==> config.mk <==
export PLATFORM = sky130hd
export DESIGN_NAME = cpu_branch_predictor
export DESIGN_NICKNAME = d
export VERILOG_FILES = /design/src/rtl/cpu_branch_pkg.sv /design/src/rtl/cpu_sat_counter2.sv /design/src/rtl/cpu_branch_predictor.sv
export SDC_FILE = /design/constraint.sdc
export NUM_CORES = 2
export LEC_CHECK = 0
export ABC_CLOCK_PERIOD_IN_PS = 10300
export CORE_MARGIN = 2
export CORE_UTILIZATION = 29
export DETAILED_ROUTE_END_ITERATION = 7
export SETUP_SLACK_MARGIN = 0.1
export SLEW_MARGIN = 40
export SYNTH_ARGS = -nofsm -noshare
export SYNTH_HDL_FRONTEND = slang
export SYNTH_MEMORY_MAX_BITS = 65536
export SYNTH_SLANG_ARGS = --single-unit
==> constraint.sdc <==
create_clock -name clk -period 10.3 [get_ports clk]
set_clock_uncertainty 0.2 [all_clocks]
set_input_delay 2.06 -clock clk [delete_from_list [all_inputs] [get_ports clk]]
set_output_delay 2.06 -clock clk [all_outputs]
set_load 0.05 [all_outputs]
==> src/rtl/cpu_branch_pkg.sv <==
// Shared types and helpers for the branch predictor: 2-bit counter encoding,
// table entry layout and index/tag width helpers.
package cpu_branch_pkg;

  typedef logic [1:0] ctr_t;

  localparam ctr_t CTR_SNT = 2'b00;
  localparam ctr_t CTR_WNT = 2'b01;
  localparam ctr_t CTR_WT  = 2'b10;
  localparam ctr_t CTR_ST  = 2'b11;

  // Tag is held zero-extended to 32 bits so the struct needs no parameter.
  typedef struct packed {
    logic        valid;
    logic [31:0] tag;
    logic [31:0] target;
    ctr_t        ctr;
  } entry_t;

  function automatic int unsigned idx_bits(input int unsigned entries);
    return $clog2(entries);
  endfunction

  function automatic logic [31:0] pc_tag(input logic [31:0] pc,
                                         input int unsigned iw,
                                         input int unsigned tb);
    logic [63:0] w_mask;
    w_mask = (64'd1 << tb) - 64'd1;
    return 32'((64'(pc) >> (iw + 2)) & w_mask);
  endfunction

endpackage

==> src/rtl/cpu_sat_counter2.sv <==
// Combinational next-state for a 2-bit saturating direction counter.
module cpu_sat_counter2
  import cpu_branch_pkg::*;
(
  input  ctr_t i_state,
  input  logic i_taken,
  output ctr_t o_next
);

  always_comb begin
    o_next = i_state;
    if (i_taken) begin
      if (i_state != CTR_ST) o_next = i_state + 2'd1;
    end else begin
      if (i_state != CTR_SNT) o_next = i_state - 2'd1;
    end
  end

endmodule

==> src/rtl/cpu_branch_predictor.sv <==
// Dynamic branch predictor with registered lookup and misprediction detection.
// Optional gshare indexing is enabled by defining CPU_BRANCH_GSHARE_EN.
module cpu_branch_predictor
  import cpu_branch_pkg::*;
#(
  parameter int unsigned ENTRIES  = 64,
  parameter int unsigned TAG_BITS = 8
) (
  input  logic        clk,
  input  logic        rst,
  input  logic        fetch_valid,
  input  logic [31:0] fetch_pc,
  output logic        predict_valid,
  output logic        predict_taken,
  output logic [31:0] predict_target,
  input  logic        resolve_valid,
  input  logic [31:0] resolve_pc,
  input  logic        resolve_taken,
  input  logic [31:0] resolve_target,
  input  logic        resolve_pred_taken,
  input  logic [31:0] resolve_pred_target,
  output logic        mispredict,
  output logic [31:0] redirect_pc
);

  localparam int unsigned IW = idx_bits(ENTRIES);

  entry_t      r_tab [ENTRIES];
  logic [IW-1:0] w_fidx;
  logic [IW-1:0] w_ridx;
  entry_t      w_fent;
  entry_t      w_rent;
  logic        w_fhit;
  logic        w_rhit;
  logic        w_fpt;
  ctr_t        w_ctr_next;
  logic [31:0] w_correct_pc;

`ifdef CPU_BRANCH_GSHARE_EN
  logic [IW-1:0] r_hist;

  assign w_fidx = fetch_pc[IW+1:2] ^ r_hist;
  assign w_ridx = resolve_pc[IW+1:2] ^ r_hist;

  // Update index above uses the history before this resolve's shift.
  always_ff @(posedge clk) begin
    if (rst)                r_hist <= '0;
    else if (resolve_valid) r_hist <= {r_hist[IW-2:0], resolve_taken};
  end
`else
  assign w_fidx = fetch_pc[IW+1:2];
  assign w_ridx = resolve_pc[IW+1:2];
`endif

  assign w_fent = r_tab[w_fidx];
  assign w_rent = r_tab[w_ridx];
  assign w_fhit = w_fent.valid && (w_fent.tag == pc_tag(fetch_pc, IW, TAG_BITS));
  assign w_rhit = w_rent.valid && (w_rent.tag == pc_tag(resolve_pc, IW, TAG_BITS));
  assign w_fpt  = w_fhit & w_fent.ctr[1];
  assign w_correct_pc = resolve_taken ? resolve_target : resolve_pc + 32'd4;

  cpu_sat_counter2 u_ctr (
    .i_state (w_rent.ctr),
    .i_taken (resolve_taken),
    .o_next  (w_ctr_next)
  );

  // Lookup reads the table through w_fent, so it sees the pre-update entry.
  always_ff @(posedge clk) begin
    if (rst) begin
      predict_valid  <= 1'b0;
      predict_taken  <= 1'b0;
      predict_target <= '0;
    end else begin
      predict_valid <= fetch_valid;
      if (fetch_valid) begin
        predict_taken  <= w_fpt;
        predict_target <= w_fpt ? w_fent.target : fetch_pc + 32'd4;
      end
    end
  end

  always_ff @(posedge clk) begin
    if (rst) begin
      for (int unsigned i = 0; i < ENTRIES; i++) begin
        r_tab[i] <= '{1'b0, 32'd0, 32'd0, CTR_WNT};
      end
    end else if (resolve_valid) begin
      if (w_rhit) begin
        r_tab[w_ridx].ctr <= w_ctr_next;
        if (resolve_taken) r_tab[w_ridx].target <= resolve_target;
      end else if (resolve_taken) begin
        r_tab[w_ridx] <= '{1'b1, pc_tag(resolve_pc, IW, TAG_BITS), resolve_target, CTR_WT};
      end
    end
  end

  always_ff @(posedge clk) begin
    if (rst) begin
      mispredict  <= 1'b0;
      redirect_pc <= '0;
    end else begin
      mispredict <= resolve_valid &
                    ((resolve_taken != resolve_pred_taken) ||
                     (w_correct_pc != resolve_pred_target));
      if (resolve_valid) redirect_pc <= w_correct_pc;
    end
  end

endmodule

### Word level (Yosys, flattened, before mapping)

Memory sizes are Yosys's and may differ from the RTL's.
Index checks and enable logic that the tools add are counted.

* register bits after elaboration: 67
* RAM bits: 2752
* bits of input ports: 134
* output and inout port bits: 67
* memories kept: 1

* $add $sub $neg: 4
* equal/unequal tests: 5
* muxes and demuxes: 25
* bitwise operators: 4
* reductions and logical operators: 5

Memory list
* r_tab: words 64, width 43, read ports 2, clocked after Yosys merged registers in 0, write ports 64, line cpu_branch_predictor.sv:28 `entry_t r_tab [ENTRIES];`

Operators by type and width (count)
* 32-bit 2-to-1 mux: 3
* 32-bit by 3-bit adder with 32-bit output (second input constant): 2
* 32-bit by 8-bit equality test with 1-bit output: 2
* 43-bit 2-to-1 mux: 1
* 43-bit OR reduction: 1
* 32-bit inequality test: 1
* 1-bit 2-to-1 mux: 15
* 2-bit 2-to-1 mux: 4
* 6-bit 2-to-1 mux: 1
* 3-bit 2-to-1 mux: 1
* 2-bit by 1-bit adder with 2-bit output (second input constant): 1
* 1-bit AND: 2
* 1-bit logical AND: 2
* 2-bit inequality test (second input constant): 1
* 1-bit bitwise OR: 2
* 2-bit nonzero test: 1
* 2-bit by 1-bit subtractor with 2-bit output (second input constant): 1
* 1-bit logical OR: 1
* 1-bit inequality test: 1

### Depth between registers and ports, before layout

An unclocked memory read counts as a cell.

* word-level depth: 10
* mapped depth: 18
* mapped depth without buffers: 11

### Cells and area by module

Synthesis repeated with hierarchy kept, for this count alone.

* cell total of the unflattened synthesis: 9482
* area total of the unflattened synthesis: 136557.2 µm²

Modules (own cells, without submodules)
* cpu_branch_predictor: times used 1, cells each 9479, area an instance 136530.9 µm²
* cpu_sat_counter2: times used 1, cells each 3, area an instance 26.3 µm²

### Worst setup path before layout

Ideal clock, no wire load.

* path type: input-to-reg
* start point: in resolve_pc[4]
* end point: mem r_tab[38][0] (netlist name), enable pin
* library setup time: 315 ps
* arrival: 5159 ps
* required time: 9785 ps
* path slack: 4626 ps
* stages on the path: 12
* cells stage by stage: clkbuf_1 > buf_2 > buf_2 > buf_1 > clkbuf_1 > buf_2 > nand2_1 > nor2_1 > clkbuf_1 > nand2_1 > nand2b_1 > o21bai_1

RTL lines
* start, declared: line cpu_branch_predictor.sv:17 `input logic [31:0] resolve_pc,`
* end, declared: line cpu_branch_predictor.sv:28

==> impl_summary.log <==
INFO  metric result_of_the_run = finished clean
INFO  metric startpoint_type = primary input
INFO  metric cts.repair.resized = 0
INFO  metric initialDrtViolationCount = 13.1k
INFO  metric fp.dieH = 687 um
INFO  metric finalSetupTns = 0 ns
INFO  metric design_area = 153,000 um2
INFO  metric hp-class = reg -> reg
INFO  metric drt-vias-per-instance = 5.74
INFO  metric synth_enable_flop_cells = 2,688
INFO  metric leakage = 56.9 nW
INFO  metric cts.repair_timing.setup_buffer_count = 0
INFO  metric drv_slew = 0
INFO  metric peak_supply_drop = 130 uV
INFO  metric worstSkewPairLatency = 0.91 ns
INFO  metric grt_max_degree = 225
INFO  metric post_drt_wl_per_cell = 32.1 um
INFO  metric holdCritStartpoint = predict_target[14]
INFO  metric crit_slowest_cell = nand2_2
INFO  metric drc = 0
INFO  metric cts.clk_slew.worst_paths = 0.07 ns
INFO  metric dr_total_vias = 88.3k
INFO  metric hold_end = predict_target[14]
INFO  metric worst_slew_pin_slew = 1.01 ns
INFO  metric final_net_count = 9,101
INFO  metric ys_seq_area_frac = 0.616
INFO  metric setup.worst_path.class = in -> reg
INFO  metric grt_first_pass_wirelength = 686,000 um
INFO  metric max_slew_margin = 0.327
INFO  metric cts_htree_levels = 5
INFO  metric buffer_ports.inserted = 200
INFO  metric dpl-instance-area = 143,000 um2
INFO  metric timing.final.hold_violations = 0
INFO  metric fmax = 0.135 GHz
INFO  metric starting_utilization_of_the_core_area = 0.291
INFO  metric postSynthAreaPerCell = 14.5 um2
INFO  metric grt_setup_unrepaired = no
INFO  metric hpwlAfterDp = 288,000 um
INFO  metric antenna_found_initial = 45
INFO  metric power_density = 177 nW/um2
INFO  metric globalRouteOverflowTotal = 0
INFO  metric antenna_left = 0
INFO  metric postSynth.topFlopCell = edfxtp_1
INFO  metric critical_path.max_fanout = 47
INFO  metric cts.root.buffer_cell = clkbuf_16
INFO  metric ys_async_sr_fraction = 0
INFO  metric vias_in_the_first_global_route = 85.2k
INFO  metric nFillCells = 44.6k
INFO  metric synthCells = 9,348
INFO  metric finalSetupViolations = 0
INFO  metric worst_r2r_startpoint = r_tab[39][34]
INFO  metric tritoncts = done
INFO  metric pin_count = 201
INFO  metric cts.hold.buffers_added = 0
INFO  metric worst_hold_path.num_cells = 2
INFO  metric postSynthRegisterBits = 2,819
INFO  metric drt_first_pass_iters = 8
INFO  metric critical_path.most_common_cell = buf_4
INFO  metric fraction_of_layout_instances_using_a_drive_strength_above_1 = 0.209
INFO  metric timing.rr.end = r_tab[31][34]
INFO  metric yosysWarningCount = 0
INFO  metric postSynthNetCount = 9,484
INFO  metric worst_ep_required_time = 10.66 ns
INFO  metric cts_made_buffers = 304
INFO  metric grt_util_all_layers = 0.202
INFO  metric critical_path.max_stage_delay = 0.87 ns
INFO  metric core = 464,000 um2
INFO  metric most_common_library_cell_in_the_layout_ignoring_fill_and_taps = edfxtp_1
INFO  metric die-area = 472,000 um2
INFO  metric commonest_cells_after_routing_fill_and_taps_aside = 2,688 x edfxtp_1, 1,813 x and3_1, 879 x mux4_2, 712 x nor2_1, 311 x clkbuf_16
INFO  metric cp_data_arrival_time = 7.76 ns
INFO  metric die_w = 687 um
INFO  metric cts_buffer_depth = 4
INFO  metric netlist_area_before_placement = 135,000 um2
INFO  metric timing.critical_path.cells = buf_6 -> buf_4 -> buf_4 -> mux4_2 -> o22ai_1 -> nor4_1 -> xnor2_1 -> nand2b_1 -> a22oi_1 -> nand3_2 -> nand2_2 -> buf_4 -> nor2_1
INFO  metric drv.max_cap_violation_count = 0
INFO  metric yosys.cell_types.count = 74
INFO  metric globalplace.congestion = 0.965
INFO  metric min_period_over_period = 0.718
INFO  metric area_growth = 13.2%
INFO  metric row_count = 250
INFO  metric critical_path.endpoint_type = flip-flop
INFO  metric r2r.worst_path.cells = 11
INFO  metric ff2ff_setup_slack = 4.91 ns
INFO  metric clock_sinks = 2,819
INFO  metric final.min_clock_period = 7.40 ns
INFO  metric totalWireLength = 494,000 um
flip-flops by register name (all words and copies together), names as in the netlist:
signal	flops
r_tab	2752
predict_target	32
redirect_pc	32
mispredict	1
predict_taken	1
predict_valid	1
cells in the mapped netlist, drive strengths merged, types with 40 or more instances:
library cell,instances,share of area
and2,265,0.012
a22oi,79,0.0044
inv,80,0.0022
a21oi,40,0.0015
edfxtp,2688,0.60
o21ai,74,0.0027
o21bai,77,0.0043
nor2,734,0.020
nor3,76,0.0029
and3,1814,0.084
nand2,243,0.0069
o22ai,99,0.0046
clkbuf,882,0.024
nand2b,65,0.0030
a31o,65,0.0042
mux4,879,0.15
mux2i,257,0.019
buf,287,0.011
xnor2,66,0.0043
nand3,74,0.0027
dfxtp,131,0.019
logic make-up after synthesis:
group,synth area share
flops,0.616
buf+inv,0.0380
compound gates,0.0325
fa+ha+maj,0.000185
mux,0.169
simple gates,0.138
xor+xnor,0.00660
metrics by stage:
stage          power, mW   util  hold slack (ns)  instances  setup WS, ns
5_1_grt             27.6  0.330            0.294      15400          2.81
6_report            27.1  0.330            0.273      15400          2.90
3_5_place_dp        16.3  0.309            0.260      14800          2.23
2_1_floorplan       15.0      -            0.249       9348          4.63
3_3_place_gp        16.3  0.307            0.243      14800          2.35
4_1_cts             27.0  0.329            0.272      15400          3.17
worst max path at each step:
stage	slack (ns)	startpoint	endpoint
after floorplan	4.63	resolve_pc[4]	r_tab[38][0]
after global placement	2.35	resolve_pc[2]	r_tab[53][31]
after detailed placement	2.23	resolve_pc[2]	r_tab[26][34]
after CTS	3.17	resolve_pc[2]	r_tab[23][34]
after global routing	2.81	resolve_pc[2]	r_tab[18][34]
final	2.90	resolve_pc[2]	r_tab[31][34]
where the power goes:
group	leakage [nW]	internal [mW]	switching (mW)
registers	26.6	13.1	0.224
clock network	4.71	6.24	4.70
logic	25.5	0.956	1.85
critical path: cells and delay by family:
family	cells	cell delay, ns
buf+inv	4	2.32
simple gates	5	1.79
mux	1	0.65
compound gates	2	0.49
xor+xnor	1	0.18
area by class of cell:
| class | count | area [um2] | area share |
|---|---|---|---|
| Multi-Input combinational cell | 5278 | 47500 | 0.310 |
| Clock buffer | 387 | 8210 | 0.0536 |
| Sequential cell | 2819 | 83300 | 0.544 |
| Tap cell | 6174 | 7720 | 0.0504 |
| Inverter | 82 | 322 | 0.00210 |
| Antenna cell | 24 | 60.1 | 0.000392 |
| Clock inverter | 147 | 1390 | 0.00907 |
| Timing Repair Buffer | 480 | 4650 | 0.0303 |
metal layers:
layer	vias up	routed length [um]	global-route usage
met4	10	24800	0.0901
met2	5922	223000	0.312
li1	35400	-	-
met3	1079	63800	0.0631
met1	45900	182000	0.261
met5	-	69	0
Power figures use the tool's default switching activity.
